`config.mk`:
```
export PLATFORM = sky130hd
export DESIGN_NAME = pc_register_flat
export DESIGN_NICKNAME = d
export VERILOG_FILES = /design/src/rtl/pc_register_if.sv /design/src/rtl/pc_register.sv /design/src/flat_wrapper.sv
export SDC_FILE = /design/constraint.sdc
export NUM_CORES = 1
export LEC_CHECK = 0
export ABC_AREA = 0
export ABC_CLOCK_PERIOD_IN_PS = 2000
export CAP_MARGIN = 20
export CORE_MARGIN = 5
export CORE_UTILIZATION = 25
export CTS_CLUSTER_DIAMETER = 150
export DETAILED_ROUTE_END_ITERATION = 10
export PLACE_DENSITY_LB_ADDON = 0.05
export SLEW_MARGIN = 40
export SYNTH_ARGS = -nofsm -noshare
export SYNTH_HDL_FRONTEND = slang
export SYNTH_SLANG_ARGS = --single-unit
```
`constraint.sdc`:
```
create_clock -name i_clk -period 2 [get_ports i_clk]
set_input_delay 0.4 -clock i_clk [delete_from_list [all_inputs] [get_ports i_clk]]
set_output_delay 0.4 -clock i_clk [all_outputs]
set_load 0.005 [all_outputs]
```
`src/rtl/pc_register_if.sv`:
```
// -----------------------------------------------------------------------------
// pc_register_if
//   Bundles the control and address signals of the fetch-stage PC register.
//   The slave modport is used by pc_register. The master modport is used by
//   whatever drives it (debug unit, hazard unit, ID stage, or a testbench).
//
//   Signals (directions as seen by the slave):
//     i_enable            in   debug unit: continuous run
//     i_step              in   debug unit: single-advance pulse
//     i_stall             in   hazard unit: hold PC this cycle
//     i_next_pc           in   sequential PC from pc_adder
//     i_branch            in   taken branch resolved in ID
//     i_branch_target     in   branch target address
//     i_jump              in   jump resolved in ID
//     i_jump_target       in   jump target address
//     i_halt              in   HALT instruction decoded
//     o_pc                out  current fetch address
//     o_halted            out  HALTED state flag
//     o_redirect_pending  out  redirect stored, not yet applied
//     o_adv_count         out  number of PC advances since reset
// -----------------------------------------------------------------------------
interface pc_register_if #(
  parameter int PC_SZ  = 32,
  parameter int CNT_SZ = 32
);
  logic              i_enable;
  logic              i_step;
  logic              i_stall;
  logic [PC_SZ-1:0]  i_next_pc;
  logic              i_branch;
  logic [PC_SZ-1:0]  i_branch_target;
  logic              i_jump;
  logic [PC_SZ-1:0]  i_jump_target;
  logic              i_halt;
  logic [PC_SZ-1:0]  o_pc;
  logic              o_halted;
  logic              o_redirect_pending;
  logic [CNT_SZ-1:0] o_adv_count;

  modport slave (
    input  i_enable, i_step, i_stall, i_next_pc,
    input  i_branch, i_branch_target, i_jump, i_jump_target, i_halt,
    output o_pc, o_halted, o_redirect_pending, o_adv_count
  );

  modport master (
    output i_enable, i_step, i_stall, i_next_pc,
    output i_branch, i_branch_target, i_jump, i_jump_target, i_halt,
    input  o_pc, o_halted, o_redirect_pending, o_adv_count
  );
endinterface : pc_register_if

```
`src/rtl/pc_register.sv`:
```
// -----------------------------------------------------------------------------
// pc_register
//   Fetch-stage program counter. Every cycle it picks the next fetch address
//   from the sequential PC, a jump target, a branch target, or a previously
//   stored redirect, and registers it. It absorbs hazard stalls, keeps
//   redirects that arrive while the PC cannot move, stops for good on HALT,
//   and obeys debug-unit run/step control.
//
//   Ports:
//     i_clk    in   clock, rising edge
//     i_rst_n  in   asynchronous reset, active-low
//     bus      slave modport of pc_register_if (control inputs, targets,
//              o_pc / o_halted / o_redirect_pending / o_adv_count)
//
//   Parameters:
//     PC_SZ     PC width in bits
//     RESET_PC  PC value loaded on reset
//     CNT_SZ    width of the advance counter (wraps modulo 2^CNT_SZ)
// -----------------------------------------------------------------------------
module pc_register #(
  parameter int               PC_SZ    = 32,
  parameter logic [PC_SZ-1:0] RESET_PC = '0,
  parameter int               CNT_SZ   = 32
) (
  input  logic          i_clk,
  input  logic          i_rst_n,
  pc_register_if.slave  bus
);

  typedef enum logic [1:0] {
    ST_IDLE   = 2'd0,
    ST_RUN    = 2'd1,
    ST_HALTED = 2'd2
  } state_t;

  state_t            state_q, state_d;
  logic [PC_SZ-1:0]  pc_q, pc_d;
  logic [PC_SZ-1:0]  pend_target_q, pend_target_d;
  logic              pend_valid_q, pend_valid_d;
  logic              halted_q, halted_d;
  logic [CNT_SZ-1:0] cnt_q, cnt_d;

  logic              in_idle;
  logic              in_run;
  logic              adv;
  logic              redirect;
  logic              store;
  logic [PC_SZ-1:0]  redirect_target;
  logic [PC_SZ-1:0]  sel_pc;

  assign in_idle = (state_q == ST_IDLE);
  assign in_run  = (state_q == ST_RUN);

  // The PC moves when running freely, or on a debug step from IDLE. A HALT
  // seen in RUN freezes the PC on the very cycle it is decoded.
  assign adv = (in_run  & ~bus.i_stall & ~bus.i_halt)
             | (in_idle &  bus.i_step  & ~bus.i_stall);

  // Jump outranks branch both when applied directly and when stored.
  assign redirect        = bus.i_jump | bus.i_branch;
  assign redirect_target = bus.i_jump ? bus.i_jump_target : bus.i_branch_target;

  // A redirect that cannot be applied now is remembered: either the hazard
  // unit is stalling us, or we sit in IDLE waiting for a step. HALTED never
  // stores anything.
  assign store = redirect
               & (((in_run | in_idle) & bus.i_stall) | (in_idle & ~bus.i_step));

  // A fresh redirect always beats the stored one.
  assign sel_pc = redirect     ? redirect_target :
                  pend_valid_q ? pend_target_q   :
                                 bus.i_next_pc;

  // ---------------------------------------------------------------------------
  // Control FSM: next state
  // ---------------------------------------------------------------------------
  // NOTE: every signal driven from always_comb gets a default on the first
  // lines, so no path through the block can leave it unassigned and infer a
  // latch.
  always_comb begin : fsm_next
    state_d = state_q;
    case (state_q)
      ST_IDLE: begin
        // A step coinciding with enable advances once and then keeps running.
        if (bus.i_enable) state_d = ST_RUN;
      end
      ST_RUN: begin
        // HALT is an instruction in flight; it wins over losing enable.
        if (bus.i_halt)         state_d = ST_HALTED;
        else if (!bus.i_enable) state_d = ST_IDLE;
      end
      ST_HALTED: state_d = ST_HALTED;
      default:   state_d = ST_IDLE;
    endcase
  end

  // ---------------------------------------------------------------------------
  // Datapath: next PC, stored redirect, advance counter
  // ---------------------------------------------------------------------------
  always_comb begin : datapath_next
    pc_d          = pc_q;
    pend_target_d = pend_target_q;
    pend_valid_d  = pend_valid_q;
    cnt_d         = cnt_q;
    halted_d      = (state_d == ST_HALTED);

    if (adv) begin
      // Instruction fetches are word aligned whatever the source.
      pc_d         = {sel_pc[PC_SZ-1:2], 2'b00};
      // Either the stored target was consumed or a newer redirect made it
      // stale; both ways nothing is left pending.
      pend_valid_d = 1'b0;
      cnt_d        = cnt_q + CNT_SZ'(1);
    end else if (store) begin
      pend_target_d = redirect_target;
      pend_valid_d  = 1'b1;
    end
  end

  // ---------------------------------------------------------------------------
  // State registers
  // ---------------------------------------------------------------------------
  // NOTE: sequential state is updated with non-blocking assignments only, so
  // every register samples the pre-edge values regardless of block order.
  // NOTE: all registers here are control/state flops, not a memory array, so
  // each one is cleared by the asynchronous reset.
  always_ff @(posedge i_clk or negedge i_rst_n) begin
    if (!i_rst_n) begin
      state_q       <= ST_IDLE;
      pc_q          <= RESET_PC;
      pend_target_q <= '0;
      pend_valid_q  <= 1'b0;
      halted_q      <= 1'b0;
      cnt_q         <= '0;
    end else begin
      state_q       <= state_d;
      pc_q          <= pc_d;
      pend_target_q <= pend_target_d;
      pend_valid_q  <= pend_valid_d;
      halted_q      <= halted_d;
      cnt_q         <= cnt_d;
    end
  end

  assign bus.o_pc               = pc_q;
  assign bus.o_halted           = halted_q;
  assign bus.o_redirect_pending = pend_valid_q;
  assign bus.o_adv_count        = cnt_q;

endmodule : pc_register

```
`src/flat_wrapper.sv`:
```
// flat-port wrapper written by rule: the top's interface ports become plain ports
module pc_register_flat 
#(
  parameter int               PC_SZ    = 32,
  parameter logic [PC_SZ-1:0] RESET_PC = '0,
  parameter int               CNT_SZ   = 32
)
  (i_clk, i_rst_n, bus_i_enable, bus_i_step, bus_i_stall, bus_i_next_pc, bus_i_branch, bus_i_branch_target, bus_i_jump, bus_i_jump_target, bus_i_halt, bus_o_pc, bus_o_halted, bus_o_redirect_pending, bus_o_adv_count);
  pc_register_if #(.PC_SZ(PC_SZ), .CNT_SZ(CNT_SZ)) bus_i ();
  input  logic i_clk;
  input  logic i_rst_n;
  input wire logic [$bits(bus_i.i_enable)-1:0] bus_i_enable;
  input wire logic [$bits(bus_i.i_step)-1:0] bus_i_step;
  input wire logic [$bits(bus_i.i_stall)-1:0] bus_i_stall;
  input wire logic [$bits(bus_i.i_next_pc)-1:0] bus_i_next_pc;
  input wire logic [$bits(bus_i.i_branch)-1:0] bus_i_branch;
  input wire logic [$bits(bus_i.i_branch_target)-1:0] bus_i_branch_target;
  input wire logic [$bits(bus_i.i_jump)-1:0] bus_i_jump;
  input wire logic [$bits(bus_i.i_jump_target)-1:0] bus_i_jump_target;
  input wire logic [$bits(bus_i.i_halt)-1:0] bus_i_halt;
  output wire logic [$bits(bus_i.o_pc)-1:0] bus_o_pc;
  output wire logic [$bits(bus_i.o_halted)-1:0] bus_o_halted;
  output wire logic [$bits(bus_i.o_redirect_pending)-1:0] bus_o_redirect_pending;
  output wire logic [$bits(bus_i.o_adv_count)-1:0] bus_o_adv_count;
  assign bus_i.i_enable = bus_i_enable;
  assign bus_i.i_step = bus_i_step;
  assign bus_i.i_stall = bus_i_stall;
  assign bus_i.i_next_pc = bus_i_next_pc;
  assign bus_i.i_branch = bus_i_branch;
  assign bus_i.i_branch_target = bus_i_branch_target;
  assign bus_i.i_jump = bus_i_jump;
  assign bus_i.i_jump_target = bus_i_jump_target;
  assign bus_i.i_halt = bus_i_halt;
  assign bus_o_pc = bus_i.o_pc;
  assign bus_o_halted = bus_i.o_halted;
  assign bus_o_redirect_pending = bus_i.o_redirect_pending;
  assign bus_o_adv_count = bus_i.o_adv_count;
  pc_register #(.PC_SZ(PC_SZ), .RESET_PC(RESET_PC), .CNT_SZ(CNT_SZ)) u_core (.i_clk(i_clk), .i_rst_n(i_rst_n), .bus(bus_i));
endmodule
```
# Yosys cells after proc, flatten, opt, wreduce, memory -nomap -nowiden
# Cells that the tools add are included.
dict set report classes {
  addsub 1
  n_eq_ne 3
  muxes 9
  bitwise_logic 15
  reduce_logical 3
}
# operator count
set ops {}
lappend ops {{32-bit two-way mux} 3}
lappend ops {{32-bit by 1-bit adder with 32-bit output (second input constant)} 1}
lappend ops {{1-bit bitwise AND} 7}
lappend ops {{2-bit two-way mux} 3}
lappend ops {{2-bit case mux with 3 select lines} 1}
lappend ops {{2-bit == test (second input constant)} 2}
lappend ops {{1-bit NOT} 4}
lappend ops {{1-bit OR} 4}
lappend ops {{2-bit by 1-bit == test with 1-bit output (second input constant)} 1}
lappend ops {{2-bit zero test} 1}
lappend ops {{1-bit two-way mux} 2}
lappend ops {{2-bit AND reduction} 1}
lappend ops {{2-bit nonzero test} 1}
dict set report totals {
  regBits 98
  input_bits 104
}

# Depth between registers and ports, before layout
# Gate-level depths: netlist (run 1).
dict set report logic_depth {
  ltp_word 7
  ltp_mapped 6
  ltp_nobuf 5
}

# Least setup slack after synthesis (run 1)
# OpenSTA, ideal clock, no wires.
dict set report synth_path {
  kind {reg2reg}
  startpoint {reg u_core.state_q[0]}
  endpoint {reg u_core.cnt_q[21] (netlist: u_core.bus.o_adv_count[21])}
  setup_ps 125
  arrival_time_ps 1489
  required_ps 1875
  setup_slack_ps 386
  stages_incl_launch_ff 5
  path_buffers 0
  path_cell_list {dfrtp_1 > nand2b_1 > a2111oi_4 > nand4_1 > xnor2_1}
}
dict set report synth_via {
  elab_chain_cells 4
  word_cells_on_any_way 7
  classes_between {1 x eq/ne; 5 x bitwise; 1 x reduce/logical}
}
# element line
set synth_lines {}
lappend synth_lines {{from (decl)} pc_register.sv:36} ;# state_t state_q, state_d;
lappend synth_lines {{from (signal assigned)} pc_register.sv:136} ;# state_q <= state_d;
lappend synth_lines {{2-bit by 1-bit == test with 1-bit output / 2-bit zero test (equally long branches)} {pc_register.sv:52, pc_register.sv:51}}
lappend synth_lines {{1-bit bitwise AND (on tied branches) (2 in series)} {pc_register.sv:56, pc_register.sv:57}}
lappend synth_lines {{1-bit OR *} pc_register.sv:57} ;# | (in_idle & bus.i_step & ~bus.i_stall);
lappend synth_lines {{to (signal assigned)} pc_register.sv:141} ;# cnt_q <= cnt_d;
lappend synth_lines {{to (decl)} pc_register.sv:41} ;# logic [CNT_SZ-1:0] cnt_q, cnt_d;
# Every way passes the cells marked *; elsewhere a longest branch is shown, timed or not.
# A chain may end at the register's enable or synchronous reset.

# Worst setup path after layout (run 1)
dict set report layout_path {
  startpoint {reg u_core.pend_valid_q (netlist: u_core.bus.o_redirect_pending)}
  endpoint {out bus_o_redirect_pending}
}
# element line
set layout_rtl {}
lappend layout_rtl {{from (decl)} pc_register.sv:39} ;# logic pend_valid_q, pend_valid_d;
lappend layout_rtl {{from (signal assigned)} pc_register.sv:139} ;# pend_valid_q <= pend_valid_d;
lappend layout_rtl {{to (decl)} flat_wrapper.sv:23} ;# output wire logic [$bits(bus_i.o_redirect_pending)-1:0] bus_o_redirect_pending;
# No word-level cell between the ends.

==> impl_metrics.csv, run 1 <==
group,metric,value,unit
clock_tree,clockBufferDepth,2,
setup_path,cp_top_family,"buffers and inverters",
die,dieArea,0.0232,mm^2
synthesis,ys_seq_area_share,47.5,%
cells_and_area,nNetsFinal,820,
cells_and_area,fillers,2085,
synthesis,syn_area_per_cell,9.17,um^2
detailed_routing,ant_nets,0,
clock_tree,clock_latency,350,ps
cells_and_area,post-route-util,37.4,%
placement,numPortBuffers,161,
global_routing,grt.total_usage,13.4,%
pwr,p_leak,3.15,nW
setup_path,critical_path_class,"reg2out",
detailed_routing,first_pass_iters,4,
setup_path,slowest_delay,560,ps
setup_path,arrival,1430,ps
detailed_routing,finalWirelength,15700,um
timing,skew,13.4,ps
flow_run,cap_viol_max_count,0,
synthesis,async_flop_share,100,%
die,core_area,0.0200,mm^2
clock_tree,cts_hold_buf,0,
cells_and_area,antennaDiodeCount,0,
placement,dp_cells,974,
timing,clock.fmax,0.547,GHz
outcome,status,"finished, final reports clean",
placement,dp_hpwl,10900,um
setup_path,setup.worst_path.start,"u_core.bus.o_redirect_pending",
die,die_h,152,um
global_routing,grt_first_pass_wirelength,25300,um
setup_path,worstPathMaxFanout,9,
timing,fin_crit_sh,91.4,%
detailed_routing,wl_per_cell,15.9,um
clock_tree,htree_num_levels,3,
die,die_w,152,um
synthesis,synth_edf_count,0,
clock_tree,root_buffer,"clkbuf_16",
detailed_routing,vias,4485,
global_routing,antenna_found_initial,0,
setup_path,worst-path-buf-inv,1,
die,initial_core_util,25.2,%
clock_tree,clk_pin_slew,80,ps
cells_and_area,final_common_cell,"clkdlybuf4s50_1",
setup_path,path_cells,"clkdlybuf4s50_1",
global_routing,overflow,0,
placement,placed_cell_area,0.00717,mm^2
timing,slew_violations,0,
cells_and_area,syn2layout_area_growth,48.4,%
clock_tree,cts_buffers,9,
timing,rsz0062_at_grt,"no",
timing,setup_viol,0,
setup_path,cp_slowest_cell,"clkdlybuf4s50_1",
timing,tightest_slew,550,ps
global_routing,first_global_vias,4718,
clock_tree,cts_setup_buffers,0,
detailed_routing,via_per_inst,4.53,
setup_path,cp-start-kind,"flop",
detailed_routing,drtIter0Drc,147,
pwr,p_per_area,601,mW/mm^2
pwr,peakVddDrop,338,uV
synthesis,synth.distinct_cells,37,
synthesis,yosys_warnings,0,
clock_tree,cts_tree,"done",
die,io_pins,170,
cells_and_area,fin_area,0.00750,mm^2
timing,finalCriticalPeriod,1830,ps
synthesis,synthFlopType,"dfrtp_1",
die,num_rows,52,
timing,setup_tns,0,ps
cells_and_area,drive_gt1_share,11.9,%
clock_tree,cts_sinks,96,
synthesis,netlist_area,0.00505,mm^2
timing,hold_viol,0,
clock_tree,cts_resized,0,
global_routing,grt_max_degree,97,
setup_path,regToRegStartpoint,"u_core.state_q[0]",
synthesis,synth_seq_cells,96,
setup_path,critPathCaptureType,"primary output",
timing,relSlewSlack,63.3,%
min_path,min_path_type,"in2async",
cells_and_area,fin_cells,990,
setup_path,worstPathRequired,1600,ps
detailed_routing,drc_errors,0,
placement,place_congestion,0.757,
cells_and_area,final_cell_mix,"clkdlybuf4s50_1, dfrtp_1, nor2_1",
synthesis,syn_inst,551,
[through the flow]
stage                     hold WS, ps  total power, mW  setup WS, ps
after CTS                         130             4.61           122
final                             105             4.51           172
after floorplan                   104             2.23           386
after global placement            494             2.61         -74.2
after detailed placement          493             2.62         -84.7
after global routing              161             4.74           111
[sequential cells by signal, indices dropped and copies added, names as in the netlist]
register,count
u_core.bus.o_adv_count,32
u_core.bus.o_pc,30
u_core.pend_target_q,30
u_core.state_q,2
u_core.bus.o_halted,1
u_core.bus.o_redirect_pending,1
[layout make-up]
cell class | instances | area (um^2) | area share, %
clock inverter | 7 | 103 | 1.37
clock buffer | 9 | 225 | 3.00
sequential | 96 | 2400 | 32.0
multi-input combinational | 386 | 2380 | 31.8
inverter | 33 | 124 | 1.65
timing repair buffer | 189 | 1920 | 25.6
tap | 270 | 338 | 4.50
[layer usage]
metal / vias to the layer above / routed length, um / track usage [%]
li1: 2238 / - / -
met1: 2126 / 7140 / 16.9
met2: 104 / 7500 / 22.8
met3: 17 / 793 / 3.01
met4: 0 / 290 / 4.75
met5: - / 0 / 0
[worst paths after layout]
check	slack, ps	depth (start not counted)	end
setup / recovery	170	1	bus_o_redirect_pending
hold / removal	110	2	u_core.bus.o_adv_count[20]
setup reg to reg	310	5	u_core.bus.o_adv_count[31]
hold reg to reg	500	1	u_core.bus.o_adv_count[31]
max in group asynchronous	1440	2	u_core.bus.o_redirect_pending
min in group i_clk	500	1	u_core.bus.o_adv_count[31]
[where the power goes]
| part | internal (mW) | leakage [nW] | switching, mW |
|---|---|---|---|
| sequential | 1.98 | 1.29 | 0.0256 |
| combinational | 0.336 | 1.70 | 0.232 |
| clock | 1.11 | 0.157 | 0.824 |
[kinds of logic (layout without fill, tap and decap cells)]
group	Yosys count	count (layout)	synth area share, %
mux	35	35	7.68
flops	96	96	47.5
compound gates	127	127	14.7
buf+inv	70	238	5.57
xor+xnor	31	31	5.37
fa+ha+maj	1	1	0.248
other cells	1	2	0.0742
simple gates	190	190	18.8
[worst register-to-register path: stages (launching register included)]
cell and delay, ps:
dfrtp_1 440, nand2b_1 260, a2111oi_4 370, buf_4 230, nand4bb_1 130, xnor2_1 140
[synthesized netlist by cell type (2+ instances only)]
master    number  area share [%]
dfrtp_1       96              48
nor2_1        68             5.1
a31oi_1       55             6.8
nand2_1       44             3.3
a21oi_1       36             3.6
inv_1         33             2.5
o21ai_0       32             3.2
mux2_2        30             6.7
xnor2_1       28             4.9
nand2b_1      27             3.3
clkbuf_1      23             1.7
nand4_1       19             2.4
nand3_1       12             1.2
buf_2          9            0.89
and3_1         5            0.62
mux2i_1        5            0.99
buf_1          3            0.22
xor2_1         3            0.52
and4_1         2            0.35
buf_4          2            0.30
nor3_1         2            0.20
nor4_1         2            0.25
Power figures use the tool's default switching activity.
==> run 2, diff against run 1 <==
--- a/config.mk
+++ b/config.mk
@@ -5,7 +5,7 @@
 export SDC_FILE = /design/constraint.sdc
 export NUM_CORES = 1
 export LEC_CHECK = 0
-export ABC_AREA = 0
+export ABC_AREA = 1
 export ABC_CLOCK_PERIOD_IN_PS = 2000
 export CAP_MARGIN = 20
 export CORE_MARGIN = 5
@@ -13,6 +13,7 @@
 export CTS_CLUSTER_DIAMETER = 150
 export DETAILED_ROUTE_END_ITERATION = 10
 export PLACE_DENSITY_LB_ADDON = 0.05
+export RECOVER_POWER = 50
 export SLEW_MARGIN = 40
 export SYNTH_ARGS = -nofsm -noshare
 export SYNTH_HDL_FRONTEND = slang
==> run 2 against run 1 <==
Effect of this change:
- first-iteration DRC count is 58% higher
- synthesized cell count increased by 30%
- critical path depth stayed put
- worst hold slack improved by 390 ps
- combinational power rose to 4.9 times the previous value
- critical path type unchanged
- non-clock buffer count is 8 lower
- maximum frequency increased by 1.6%
- count of clock-buffer cells in the layout increased by 2
- sequential power grew 48%
- highest routed layer unchanged
- via count grew 14%
==> impl_metrics.csv, run 2 <==
group,metric,value,unit
outcome,status,"finished, final reports clean",
pwr,p_leak,3.33,nW
timing,tightest_slew,656,ps
clock_tree,cts_buffers,9,
cells_and_area,post-route-util,35.6,%
placement,place_congestion,0.831,
pwr,p_clk_share,22.2,%
synthesis,synthFlopType,"dfrtp_1",
setup_path,cp.depth,1,
timing,finalCriticalPeriod,1800,ps
clock_tree,cts_sinks,96,
die,io_pins,170,
min_path,hold_path_startpoint,"u_core.bus.o_adv_count[31]",
die,die_h,155,um
pwr,peakVddDrop,429,uV
setup_path,path_cells,"clkdlybuf4s50_1",
synthesis,yosysMostFrequentCell,"nand2_1",
setup_path,reg2reg_depth,9,
timing,rsz0062_at_grt,"no",
synthesis,yosysTopAreaCell,"dfrtp_1",
pwr,seqPwrFrac,40.1,%
synthesis,async_flop_share,100,%
synthesis,syn_area_per_cell,7.34,um^2
setup_path,worst-path-buf-inv,1,
pwr,p_sw,2.52,mW
synthesis,netlist_area,0.00524,mm^2
pwr,power_frac_comb,37.7,%
synthesis,synth_common_cells,"nand2_1, nor2_1, inv_1",
timing,hold_slack,490,ps
flow_run,cap_viol_max_count,0,
timing,fin_crit_sh,89.9,%
clock_tree,htree_num_levels,3,
detailed_routing,first_pass_iters,4,
synthesis,syn_inst,714,
synthesis,yosysTopAreaCellShare,45.8,%
global_routing,busiest_layer,"met2",
cells_and_area,fin_area,0.00742,mm^2
synthesis,synth_edf_count,0,
detailed_routing,via_per_inst,4.42,
clock_tree,clock_latency,350,ps
setup_path,r2r_slack,310,ps
synthesis,ys_seq_area_share,45.8,%
setup_path,cp_slowest_cell,"clkdlybuf4s50_1",
timing,slew_violations,0,
setup_path,cp_top_family,"buffers and inverters",
die,dieArea,0.0240,mm^2
placement,placed_cell_area,0.00720,mm^2
timing,hold_viol,0,
cells_and_area,final_cell_mix,"clkdlybuf4s50_1, nand2_1, nor2_1",
global_routing,grt_first_pass_wirelength,27500,um
die,num_rows,53,
synthesis,yosys_warnings,0,
min_path,min_path_type,"reg2reg",
detailed_routing,ant_nets,0,
clock_tree,root_buffer,"clkbuf_16",
cells_and_area,largest_register_ffs,32,
cells_and_area,antennaDiodeCount,0,
die,core_area,0.0208,mm^2
synthesis,synthTopCellsByArea,"dfrtp_1, nand2_1, a21oi_1",
setup_path,slowest_delay,560,ps
setup_path,arrival,1400,ps
placement,dp_cells,1135,
timing,setup_viol,0,
clock_tree,clockBufferDepth,2,
pwr,p_per_area,996,mW/mm^2
setup_path,regToRegStartpoint,"u_core.state_q[0]",
synthesis,synth.distinct_cells,31,
detailed_routing,drc_errors,0,
setup_path,worstPathRequired,1600,ps
pwr,p_int,4.87,mW
setup_path,critPathCaptureType,"primary output",
timing,relSlewSlack,56.3,%
cells_and_area,fin_cells,1152,
global_routing,grt_max_degree,62,
clock_tree,clk_pin_slew,70,ps
setup_path,critical_path_class,"reg2out",
detailed_routing,drtIter0Drc,232,
detailed_routing,finalWirelength,16900,um
cells_and_area,nNetsFinal,977,
synthesis,synth_seq_cells,96,
cells_and_area,syn2layout_area_growth,41.5,%
timing,skew,5.90,ps
timing,clock.fmax,0.556,GHz
cells_and_area,drive_gt1_share,5.13,%
global_routing,antenna_found_initial,0,
die,die_w,155,um
placement,numPortBuffers,161,
global_routing,grt_use_met1,20.2,%
global_routing,gr-usage-met2,21.6,%
global_routing,first_global_vias,5214,
detailed_routing,wl_per_cell,14.7,um
pwr,swShare,34.1,%
die,initial_core_util,25.2,%
min_path,hold_path_depth,2,
cells_and_area,final_common_cell,"clkdlybuf4s50_1",
clock_tree,cts_tree,"done",
cells_and_area,fillers,2204,
global_routing,use_met3,3.50,%
global_routing,grt.total_usage,14.3,%
setup_path,worstPathMaxFanout,7,
detailed_routing,vias,5092,
global_routing,overflow,0,
setup_path,setup.worst_path.start,"u_core.bus.o_adv_count[24]",
setup_path,cp-start-kind,"flop",
placement,dp_hpwl,12500,um
==> run 2: metrics by stage <==
step           setup WS (ps)  total power [mW]  setup TNS [ps]
6_report                 201              7.39               0
2_1_floorplan            652              4.38               0
3_5_place_dp           -29.5              5.89            -221
3_3_place_gp            10.6              5.82               0
4_1_cts                  161              7.59               0
5_1_grt                 70.2              7.99               0
==> run 2: cell families (layout without fill, tap and decap cells) <==
logic type / count (synthesis) / after routing / synth area share [%]
simple gates: 297 / 297 / 23.6
xor+xnor: 15 / 15 / 2.51
fa+ha+maj: 1 / 1 / 0.239
other cells: 1 / 2 / 0.0716
compound gates: 167 / 167 / 16.6
buf+inv: 137 / 299 / 11.2
flops: 96 / 96 / 45.8
==> run 2: path summary, 6_finish.rpt <==
path / to
max: bus_o_adv_count[24]
min: u_core.bus.o_adv_count[31]
max reg2reg: u_core.bus.o_adv_count[22]
min reg2reg: u_core.bus.o_adv_count[31]
max in group asynchronous: u_core.bus.o_adv_count[26]
min in group asynchronous: u_core.pend_target_q[4]
==> run 2: layout make-up <==
class	instances	area, um^2	area share [%]
sequential	96	2400	32.4
clock buffer	11	243	3.27
timing repair buffer	181	1780	23.9
clock inverter	5	32.5	0.439
inverter	102	385	5.20
tap	275	344	4.64
multi-input combinational	482	2230	30.1
==> run 2: metal layers <==
| layer | part of all wire, % | routed length (um) |
|---|---|---|
| met1 | 48 | 8130 |
| met2 | 44 | 7420 |
| met3 | 6.8 | 1150 |
| met4 | 1.3 | 217 |
| met5 | 0 | 0 |
==> run 2: power groups by stage <==
stage          clock (mW)  sequential [mW]  combinational [mW]
2_1_floorplan           0             2.97                1.41
3_3_place_gp            0             2.99                2.83
3_5_place_dp            0             3.00                2.89
4_1_cts              1.72             2.97                2.90
5_1_grt              1.81             3.05                3.13
6_report             1.64             2.96                2.78
==> run 2: what timing repair did <==
action                                 in CTS  in global routing
setup endpoints to repair                   0                  0
endpoints found under the hold margin      21                  0
gates resized for setup                     0                  0
hold buffers                                1                  0
buffers inserted                            0                  0
==> run 3, diff against run 2 <==
--- a/config.mk
+++ b/config.mk
@@ -10,7 +10,6 @@
 export CAP_MARGIN = 20
 export CORE_MARGIN = 5
 export CORE_UTILIZATION = 25
-export CTS_CLUSTER_DIAMETER = 150
 export DETAILED_ROUTE_END_ITERATION = 10
 export PLACE_DENSITY_LB_ADDON = 0.05
 export RECOVER_POWER = 50
==> results of run 3 <==
No change in the layout: final DEF, timing and power equal those of run 2.
